## src/rtl/ts_ser2par_if.sv

```systemverilog
// Serial MPEG-TS input bundle and the parallel byte stream it is converted into.
// The slave modport is the converter's view; the master modport is the source/sink side.
interface ts_ser2par_if;
    logic       ts_valid_ser;
    logic       ts_data_ser;
    logic       ts_sync_ser;
    logic       ts_valid;
    logic [7:0] ts_data;
    logic       ts_sync;
    logic       ts_eop;

    modport master (
        output ts_valid_ser, ts_data_ser, ts_sync_ser,
        input  ts_valid, ts_data, ts_sync, ts_eop
    );

    modport slave (
        input  ts_valid_ser, ts_data_ser, ts_sync_ser,
        output ts_valid, ts_data, ts_sync, ts_eop
    );
endinterface

```

## src/rtl/ts_ser2par.sv

```systemverilog
// Serial-to-parallel MPEG-TS converter: frames packets on the 0x47 sync byte,
// emits bytes one clock after their last bit, and checks the continuity counter of one PID.
module ts_ser2par #(
    parameter int unsigned U_DLY     = 1,
    parameter logic [12:0] PID_CHECK = 13'h0014,
    parameter int unsigned PKT_LEN   = 188
) (
    input  logic               clk,
    input  logic               rst,
    ts_ser2par_if.slave        ts,
    output logic               sync_err,
    output logic               cc_err,
    output logic [15:0]        pkt_cnt,
    output logic [15:0]        err_cnt
);

    localparam logic [7:0] LAST_IDX  = 8'(PKT_LEN - 1);
    localparam logic [7:0] SYNC_BYTE = 8'h47;

    // The register-assignment delay only matters to delay-annotated simulation
    // models; this implementation applies none.
    if (U_DLY > 32'd1000) begin : g_udly_unused
    end

    typedef enum logic {
        HUNT = 1'b0,
        RECV = 1'b1
    } state_t;

    state_t      state;
    logic [2:0]  bit_cnt;
    logic [7:0]  byte_idx;
    logic [6:0]  shreg;
    logic [4:0]  pid_hi;
    logic [7:0]  pid_lo;
    logic        cc_vld;
    logic [3:0]  prev_cc;

    logic        restart;
    logic        shift;
    logic        byte_done;
    logic [7:0]  byte_full;
    logic        pid_match;
    logic [1:0]  err_inc;

    function automatic logic [15:0] sat_add16(input logic [15:0] acc, input logic [1:0] inc);
        logic [16:0] sum;
        sum = {1'b0, acc} + {15'd0, inc};
        return sum[16] ? 16'hFFFF : sum[15:0];
    endfunction

    function automatic logic [3:0] cc_expect(input logic [3:0] prev, input logic afc0);
        return afc0 ? prev + 4'd1 : prev;
    endfunction

    // A valid bit with sync always starts a fresh packet; anything else only
    // advances the assembly while a packet is being received.
    assign restart   = ts.ts_valid_ser & ts.ts_sync_ser;
    assign shift     = ts.ts_valid_ser & ~ts.ts_sync_ser & (state == RECV);
    assign byte_done = shift & (bit_cnt == 3'd7);
    assign byte_full = {ts.ts_data_ser, shreg};
    assign pid_match = ({pid_hi, pid_lo} == PID_CHECK);
    assign err_inc   = {1'b0, sync_err} + {1'b0, cc_err};

    // Byte assembly and PID capture: pure data, no reset needed
    always_ff @(posedge clk) begin
        if (restart) begin
            shreg <= {6'd0, ts.ts_data_ser};
        end else if (shift && bit_cnt != 3'd7) begin
            shreg[bit_cnt] <= ts.ts_data_ser;
        end
        if (byte_done && byte_idx == 8'd1) begin
            pid_hi <= byte_full[4:0];
        end
        if (byte_done && byte_idx == 8'd2) begin
            pid_lo <= byte_full;
        end
    end

    // Framing FSM, registered outputs and statistics
    always_ff @(posedge clk or posedge rst) begin
        if (rst) begin
            state      <= HUNT;
            bit_cnt    <= 3'd0;
            byte_idx   <= 8'd0;
            cc_vld     <= 1'b0;
            prev_cc    <= 4'h0;
            ts.ts_valid <= 1'b0;
            ts.ts_data  <= 8'h00;
            ts.ts_sync  <= 1'b0;
            ts.ts_eop   <= 1'b0;
            sync_err   <= 1'b0;
            cc_err     <= 1'b0;
            pkt_cnt    <= 16'h0000;
            err_cnt    <= 16'h0000;
        end else begin
            ts.ts_valid <= 1'b0;
            ts.ts_sync  <= 1'b0;
            ts.ts_eop   <= 1'b0;
            sync_err   <= 1'b0;
            cc_err     <= 1'b0;
            pkt_cnt    <= sat_add16(pkt_cnt, {1'b0, ts.ts_eop});
            err_cnt    <= sat_add16(err_cnt, err_inc);

            if (restart) begin
                // In RECV the current bit can never be bit 0 of byte 0, so a
                // sync here always truncates the packet in progress.
                if (state == RECV) begin
                    sync_err <= 1'b1;
                end
                state    <= RECV;
                bit_cnt  <= 3'd1;
                byte_idx <= 8'd0;
            end else if (shift) begin
                if (bit_cnt != 3'd7) begin
                    bit_cnt <= bit_cnt + 3'd1;
                end else begin
                    bit_cnt <= 3'd0;
                    if (byte_idx == 8'd0 && byte_full != SYNC_BYTE) begin
                        sync_err <= 1'b1;
                        state    <= HUNT;
                    end else begin
                        ts.ts_valid <= 1'b1;
                        ts.ts_data  <= byte_full;
                        ts.ts_sync  <= (byte_idx == 8'd0);
                        if (byte_idx == 8'd3 && pid_match) begin
                            if (cc_vld && byte_full[3:0] != cc_expect(prev_cc, byte_full[4])) begin
                                cc_err <= 1'b1;
                            end
                            prev_cc <= byte_full[3:0];
                            cc_vld  <= 1'b1;
                        end
                        if (byte_idx == LAST_IDX) begin
                            ts.ts_eop <= 1'b1;
                            state     <= HUNT;
                            byte_idx  <= 8'd0;
                        end else begin
                            byte_idx <= byte_idx + 8'd1;
                        end
                    end
                end
            end
        end
    end

endmodule

```

## src/flat_wrapper.sv

```systemverilog
// flat-port wrapper written by rule: the top's interface ports become plain ports
module ts_ser2par_flat 
#(
    parameter int unsigned U_DLY     = 1,
    parameter logic [12:0] PID_CHECK = 13'h0014,
    parameter int unsigned PKT_LEN   = 188
)
  (clk, rst, sync_err, cc_err, pkt_cnt, err_cnt, ts_ts_valid_ser, ts_ts_data_ser, ts_ts_sync_ser, ts_ts_valid, ts_ts_data, ts_ts_sync, ts_ts_eop);
  ts_ser2par_if ts_i ();
  input  logic clk;
  input  logic rst;
  output logic sync_err;
  output logic cc_err;
  output logic [15:0] pkt_cnt;
  output logic [15:0] err_cnt;
  input wire logic [$bits(ts_i.ts_valid_ser)-1:0] ts_ts_valid_ser;
  input wire logic [$bits(ts_i.ts_data_ser)-1:0] ts_ts_data_ser;
  input wire logic [$bits(ts_i.ts_sync_ser)-1:0] ts_ts_sync_ser;
  output wire logic [$bits(ts_i.ts_valid)-1:0] ts_ts_valid;
  output wire logic [$bits(ts_i.ts_data)-1:0] ts_ts_data;
  output wire logic [$bits(ts_i.ts_sync)-1:0] ts_ts_sync;
  output wire logic [$bits(ts_i.ts_eop)-1:0] ts_ts_eop;
  assign ts_i.ts_valid_ser = ts_ts_valid_ser;
  assign ts_i.ts_data_ser = ts_ts_data_ser;
  assign ts_i.ts_sync_ser = ts_ts_sync_ser;
  assign ts_ts_valid = ts_i.ts_valid;
  assign ts_ts_data = ts_i.ts_data;
  assign ts_ts_sync = ts_i.ts_sync;
  assign ts_ts_eop = ts_i.ts_eop;
  ts_ser2par #(.U_DLY(U_DLY), .PID_CHECK(PID_CHECK), .PKT_LEN(PKT_LEN)) u_core (.clk(clk), .rst(rst), .ts(ts_i), .sync_err(sync_err), .cc_err(cc_err), .pkt_cnt(pkt_cnt), .err_cnt(err_cnt));
endmodule
```

## config.mk

```make
export PLATFORM = sky130hd
export DESIGN_NAME = ts_ser2par_flat
export DESIGN_NICKNAME = d
export VERILOG_FILES = /design/src/rtl/ts_ser2par_if.sv /design/src/rtl/ts_ser2par.sv /design/src/flat_wrapper.sv
export SDC_FILE = /design/constraint.sdc
export NUM_CORES = 1
export LEC_CHECK = 0
export CORE_UTILIZATION = 35
export CTS_CLUSTER_SIZE = 28
export DETAILED_ROUTE_END_ITERATION = 16
export HOLD_SLACK_MARGIN = 0.08
export PLACE_DENSITY_LB_ADDON = 0.25
export SLEW_MARGIN = 20
export SYNTH_ARGS = -nofsm -noshare
export SYNTH_HDL_FRONTEND = slang
export SYNTH_SLANG_ARGS = --single-unit
```

## constraint.sdc

```tcl
create_clock -name clk -period 2.37 [get_ports clk]
set_clock_uncertainty 0.2 [all_clocks]
set_input_delay 0.3555 -clock clk [delete_from_list [all_inputs] [get_ports clk]]
set_output_delay 0.3555 -clock clk [all_outputs]
set_load 0.005 [all_outputs]
```

Word level (Yosys, flattened, before mapping)
Cells that the tools add are included.
{"block": "totals", "regBits": 82, "out_inout_bits": 45, "elab_cells": 104}
{"block": "op_classes", "n_addsub": 6, "n_reduce_logical": 15, "order_cmp": 2, "bitwise_logic": 8, "mux": 45, "eq_ne": 11}
{"cell": "$mux 8", "count": 5}
{"cell": "$mux 1", "count": 32}
{"cell": "$mux 16", "count": 2}
{"cell": "$add 16x1->17", "count": 1}
{"cell": "$add 16x2->17", "count": 1}
{"cell": "$eq 8x2->1 const B", "count": 2}
{"cell": "$eq 13x5->1 const B", "count": 1}
{"cell": "$mux 3", "count": 3}
{"cell": "$add 8x1->8 const B", "count": 1}
{"cell": "$eq 8x1->1 const B", "count": 1}
{"cell": "$eq 8x8->1 const B", "count": 1}
{"cell": "$logic_not 8->1", "count": 1}
{"cell": "$ne 8x7->1 const B", "count": 1}
{"cell": "$bwmux 7", "count": 1}
{"cell": "$logic_and 1x1->1", "count": 7}
{"cell": "$reduce_and 3->1", "count": 2}
{"cell": "$reduce_and 5->1", "count": 1}
{"cell": "$add 4x1->4 const B", "count": 1}
{"cell": "$and 1x1->1", "count": 4}
{"cell": "$lt 3x4->1 const B", "count": 1}
{"cell": "$mux 4", "count": 1}
{"cell": "$ne 2x1->1 const B", "count": 2}
{"cell": "$ne 4x4->1", "count": 1}
{"cell": "$not 1->1", "count": 4}
{"cell": "other kinds (9)", "count": 10}

Longest topological paths before layout
Gate-level depths: netlist (run 1).
{"block": "logic_depth", "ltp_word": 10, "depth_mapped": 9}

Worst setup path after synthesis (run 1)
Ideal clock, no wire load.
{"block": "synth_timing", "kind": "flip-flop to flip-flop", "from": "reg u_core.bit_cnt[0]", "to": "reg u_core.shreg[3]", "setup_time_ps": 128, "arrival_time_ps": 1943, "n_path_buf": 0, "path_slack_ps": 99, "t_required_ps": 2042, "path_stages_with_launch": 7, "path_cell_list": "dfrtp_1 ha_1 ha_1 or4b_2 nor3b_1 mux2i_1 nor2_1"}
{"block": "synth_between", "elab_chain_len": 5}
{"element": "from (decl)", "line": "ts_ser2par.sv:31", "text": "logic [2:0] bit_cnt;"}
{"element": "from (signal assigned)", "line": "ts_ser2par.sv:116", "text": "bit_cnt <= bit_cnt + 3'd1;"}
{"element": "$lt 3x4->1 (implied by the code) / $ge 3x1->1 (equally long branches)", "line": "ts_ser2par.sv:70", "text": "shreg[bit_cnt] <= ts.ts_data_ser;"}
{"element": "$logic_and 1x1->1 (implied by the code)", "line": "ts_ser2par.sv:70"}
{"element": "$mux 1 (implied by the code)", "line": "ts_ser2par.sv:70"}
{"element": "$demux 1 s3"}
{"element": "$bwmux 7", "line": "ts_ser2par.sv:70"}
{"element": "to (signal assigned)", "line": "ts_ser2par.sv:68", "text": "shreg <= {6'd0, ts.ts_data_ser};"}
{"element": "to (signal, indexed assignment)", "line": "ts_ser2par.sv:70"}
{"element": "to (decl)", "line": "ts_ser2par.sv:33", "text": "logic [6:0] shreg;"}
Parallel ways exist; a longest one is shown, timed or not.
A chain may end at the register's enable or synchronous reset.

Worst setup path in the final report (run 1)
{"block": "layout_timing", "from": "reg u_core.bit_cnt[0]", "to": "reg u_core.shreg[5]"}
Same word-level chain as after synthesis.

==> run metrics, run 1 <==
top cells by count, synth nand2_1, dfrtp_1, nor2_1; first-pass GRT wire length 13.9 mm; worst reg-to-reg path cell count 6; CTS Buffer Depth 2; wirelength, routed 8.20 mm; syn_nets approximately 390; area added between synthesis and finish 28.6%; most numerous cell in the Yosys netlist nand2_1; FF-to-FF End u_core.shreg[5]; Setup-failing EPs final 0; asr flop ratio synth 75.6%; RSZ-0062 raised after global routing false; Unique masters post-synth 52; height of the die 107 um; vias per inst 4.91; r2r setup slk 110 ps; initial drt markers 157; Setup Crit Path Kind reg2reg; Synth Register Bits 82; Synth area leaders dfrtp_1, edfxtp_1, nand2_1, ha_1, xor2_1; CP endpoint kind flop; CTS root buf clkbuf_8; proportion of layout cells with a drive suffix above 1 14.8%; Max Cap Viol 0; number of antenna repair diodes 0; setup bufs post-CTS 0; post-route setup TNS 0 ps; Die Area 11500 um2; Initial Utilization 35.9%; hpwl dp 6.02 mm; post-synth top area share 40.1%; cell count after synthesis approximately 370; CP max FO 3; Port Buf Inserts between 40 and 50; CTS tree built; clock sink count 82; crit path from u_core.bit_cnt[0]; Placer Congestion 0.834; syn_area_per_cell 10.4 um2; Primary FF master, synth dfrtp_1; Nets 472; Critical Path Source Type flop; Pleak 2.32 nW; VDD IR max between 0.0003 and 0.0004 V; Post-synth EDFFs 14; FF-to-FF Start u_core.bit_cnt[0]; global route overflow 0; row count 38; GRT Overall Usage 15.6%; wire per inst 13.7 um; Seq/Total Area, Yosys 54.0%; DRC 0; Slew headroom slightly above 70%; Final period util 95.5%; Fin. Hold Viols 0; Worst-Skew Late Latency 360 ps; min Tclk post-route approximately 2300 ps; worst min path class in2async; Die Wd 107 um; FMAX about 0.44 GHz; leading area contributor after synthesis dfrtp_1; WP data arrival 2310 ps; power per cell area 595 nW/um2; Slew @ Worst Pin 426 ps; largest net degree at the start of global routing 38; IO Count 50; antenna violations before repair 0; vias in the first global route just under 3000; Worst Hold Slack 106 ps; Reg clk slew, reported paths 80 ps; mapped cell area approximately 3900 um2; drt pass-1 iters 4; Setup WS post-layout between 100 and 150 ps; Routed Antenna Nets 0; Slew Viols, Final 0; Req. time, crit path 2420 ps; cts bufs inserted 9; Yosys Warn Count 0; core area 10800 um2; worst setup slack after placement -198 ps; via count 2949; H-Tree Depth 3; status complete, no violations
## sequential cells by signal, indices dropped and copies added, names as in the netlist, 3 cells and up
signal	flops
u_core.pid_hi	5
u_core.byte_idx	8
u_core.err_cnt	16
u_core.bit_cnt	3
u_core.ts.ts_data	8
u_core.pkt_cnt	16
u_core.prev_cc	4
u_core.shreg	7
u_core.pid_lo	8
## placed cells by master (no fill, tap or decap), types with 3 or more instances in the layout
master           count
and4_1               4
a221o_1              4
ha_1                10
dfxtp_1              6
buf_4               35
xnor2_1             10
clkdlybuf4s50_1     49
xor2_1              14
nand2b_1             5
a21oi_1              7
nor3_1               9
dfrtp_1             62
nand4_1              7
mux2i_1              6
edfxtp_1            14
nor4_1               3
nand2_1             65
and2_1               7
nor2b_1              8
nor2_1              26
o21ai_0              6
nand3_1             19
clkbuf_8            10
inv_1               11
mux2_2               8
and3_1              10
nor3b_1              3
## repair_timing
action,in CTS,in global routing
endpoints found under the setup margin,0,2
resized for setup,0,2
hold buffers,0,0
## worst max-delay path, cell delays in order (launching register included)
cell and delay (ps):
dfrtp_1 380, ha_1 210, ha_1 200, or4b_2 700
nor3_1 210, mux2i_1 210, nor2_1 50
## final cells by class
class	count	area, um2
Clock buffer	12	145
Multi-Input combinational cell	264	1670
Sequential cell	82	2090
Fill cell	1011	5810
Tap cell	140	175
Timing Repair Buffer	86	793
Inverter	13	48.8
Clock inverter	4	51.3
## per-stage QoR
step | utilization, % | cells | total power [mW] | cell area (um2)
3_3_place_gp | 44.2 | 585 | 1.97 | 4770
6_report | 46.1 | 601 | 2.96 | 4980
3_5_place_dp | 44.2 | 585 | 1.98 | 4770
2_1_floorplan | - | 371 | 1.77 | 3870
5_1_grt | 46.1 | 601 | 3.12 | 4980
4_1_cts | 46.0 | 601 | 3.01 | 4970
## per-layer routing
metal / track usage, % / vias to the layer above / part of all wire [%] / wire, um
met5: 0 / - / 0 / 0
met4: 5.28 / 0 / 1.1 / 91
met3: 3.89 / 8 / 3.7 / 301
met2: 24.9 / 50 / 47 / 3830
met1: 20.5 / 1432 / 49 / 3980
li1: - / 1459 / - / -
## logic make-up (layout without fill, tap and decap cells)
| logic type | Yosys count | after routing | synth area share [%] |
|---|---|---|---|
| DFF | 82 | 82 | 54.0 |
| buffers and inverters | 25 | 115 | 3.04 |
| AOI/OAI and AO/OA | 36 | 36 | 6.59 |
| muxes | 14 | 14 | 3.88 |
| xor gates and xnor gates | 24 | 24 | 5.43 |
| adders and majority gates | 11 | 11 | 3.75 |
| and+or+nand+nor | 179 | 179 | 23.3 |
## worst max path at each step
| stage | end | slack, ps | cells past startpoint |
|---|---|---|---|
| after floorplan | u_core.shreg[3] | 100 | 6 |
| after global placement | u_core.prev_cc[2] | -160 | 6 |
| after detailed placement | u_core.prev_cc[1] | -200 | 6 |
| after CTS | u_core.shreg[3] | 60 | 6 |
| after global routing | u_core.shreg[5] | 2 | 6 |
| final | u_core.shreg[5] | 110 | 6 |
## report_power, final
group	leakage [nW]	internal, mW	switching, mW	total (mW)
combinational	1.20	0.211	0.179	0.390
clock	0.0966	0.517	0.501	1.02
sequential	1.02	1.50	0.0600	1.56
total	2.32	2.22	0.740	2.96
Power figures use the tool's default switching activity.
==> run 2, diff against run 1 <==
- CORE_MARGIN: unset -> 5
==> run 2 against run 1 <==
Effect of this change: worst hold slack better by 72 ps; setup slack worse by 24 ps; count of clock-buffer cells in the layout decreased by 2; clock power about the same; global-route usage fell by 2.0 points; die area increased by 15%; largest cell class unchanged; largest power group unchanged; combinational power decreased by 3%.
==> run metrics, run 2 (same netlist as run 1, synthesis figures left out) <==
Initial Utilization 35.7%; Setup WS post-layout 82.1 ps; vias per inst between 4 and 5; drt pass-1 iters 4; footprint of the multi-input gates roughly 1700 um2; row count 38; Port Buf Inserts 49; core area 10800 um2; CP peak stage delay 670 ps; cts bufs inserted 9; height of the die about 120 um; FF-to-FF Start u_core.bit_cnt[0]; Setup-failing EPs final 0; hpwl dp roughly 6.2 mm; RSZ-0062 raised after global routing false; global route overflow 0; Worst Hold Slack 179 ps; Max Cap Viol 0; Reg clk slew, reported paths roughly 90 ps; IO Count 50; Routed Antenna Nets 0; CTS Buffer Depth 2; CP endpoint kind flop; Placer Congestion 0.814; critical path's slowest cell or4b_2; initial drt markers 239; status complete, no violations; CTS tree built; Pleak 2.29 nW; register area 2090 um2; number of antenna repair diodes 0; H-Tree Depth 3; FMAX 0.437 GHz; Req. time, crit path 2430 ps; worst min path class in2async; Slew Viols, Final 0; setup bufs post-CTS 0; most used cell along the critical path ha_1; CTS root buf clkbuf_8; Critical Path Source Type flop; r2r setup slk between 80 and 90 ps; DRC 0; Setup Crit Path Kind reg2reg; fin util 45.4%; crit path buf inv count 0; via count 2948; post-route setup TNS 0 ps; dpl cells ~580; first-pass GRT wire length 14.0 mm; cts repair resizes 0; WP data arrival between 2000 and 2500 ps; wirelength, routed 8.40 mm; Largest regs u_core.err_cnt: 16 flops, u_core.pkt_cnt: 16 flops; antenna violations before repair 0; Die Wd ~120 um; Slew @ Worst Pin between 300 and 400 ps; worst setup slack after placement -152 ps; Non-Filler Instances 597; Slew headroom 75.7%; proportion of layout cells with a drive suffix above 1 ~14%; Final period util 96.5%; Die Area approximately 13000 um2; min Tclk post-route 2290 ps; Worst-Skew Late Latency around 370 ps; area added between synthesis and finish 27.2%; Fin. Hold Viols 0; vias in the first global route 2912; clock sink count 82; Nets 468; CP max FO 3; power per cell area about 600 nW/um2; VDD IR max approximately 0.00039 V; worst reg-to-reg path cell count 6; FF-to-FF End u_core.shreg[3]; # hold bufs at CTS 0; largest net degree at the start of global routing 63; delay-heaviest family, CP simple AND/OR/NAND/NOR gates; critical-path cell list ha_1, ha_1, or4b_2, nor3b_1, mux2i_1, nor2_1; most common cell after layout, fill and taps aside nand2_1; GRT Overall Usage about 14%; wire per inst 14.1 um; Filler cells 1036; most frequent cells in the layout nand2_1, dfrtp_1, clkdlybuf4s50_1
run 2: cell type report:
cell class                 instances  share of cell area (%)
clock buffer                      10                    2.59
tap                              140                    3.56
timing repair buffer              82                    15.2
sequential                        82                    42.5
multi-input combinational        264                    33.8
clock inverter                     6                    1.37
inverter                          13                   0.991
run 2: per-stage QoR:
step / power, mW / cell area, um2
final: 2.95 / 4930
after global placement: 1.96 / 4730
after CTS: 2.99 / 4930
after detailed placement: 1.97 / 4730
after global routing: 3.10 / 4930
after floorplan: 1.77 / 3870
run 2: tightest hold or removal path: stages:
cell,delay (ps)
clkdlybuf4s50_1,410
inv_2,70
buf_12,300
run 2: worst max path at each step:
stage,startpoint,to,slack (ps),depth (start not counted)
6_report,u_core.bit_cnt[0],u_core.shreg[3],80,6
5_1_grt,u_core.bit_cnt[0],u_core.shreg[3],3,6
4_1_cts,u_core.bit_cnt[0],u_core.shreg[3],80,6
3_5_place_dp,ts_ts_data_ser,u_core.prev_cc[2],-150,6
3_3_place_gp,ts_ts_data_ser,u_core.prev_cc[2],-110,6
2_1_floorplan,u_core.bit_cnt[0],u_core.shreg[3],100,6
run 2: per-layer routing:
| layer | track usage (%) | routed length, um | vias to the layer above |
|---|---|---|---|
| li1 | - | - | 1448 |
| met1 | 17.5 | 3980 | 1427 |
| met2 | 21.7 | 3800 | 63 |
| met3 | 4.21 | 496 | 10 |
| met4 | 4.46 | 121 | 0 |
| met5 | 0 | 0 | - |
run 2: power breakdown:
part	switching [mW]	leakage, nW	internal [mW]
Sequential	0.0587	1.02	1.50
Clock	0.528	0.0925	0.489
Combinational	0.173	1.17	0.205
Total	0.759	2.29	2.19
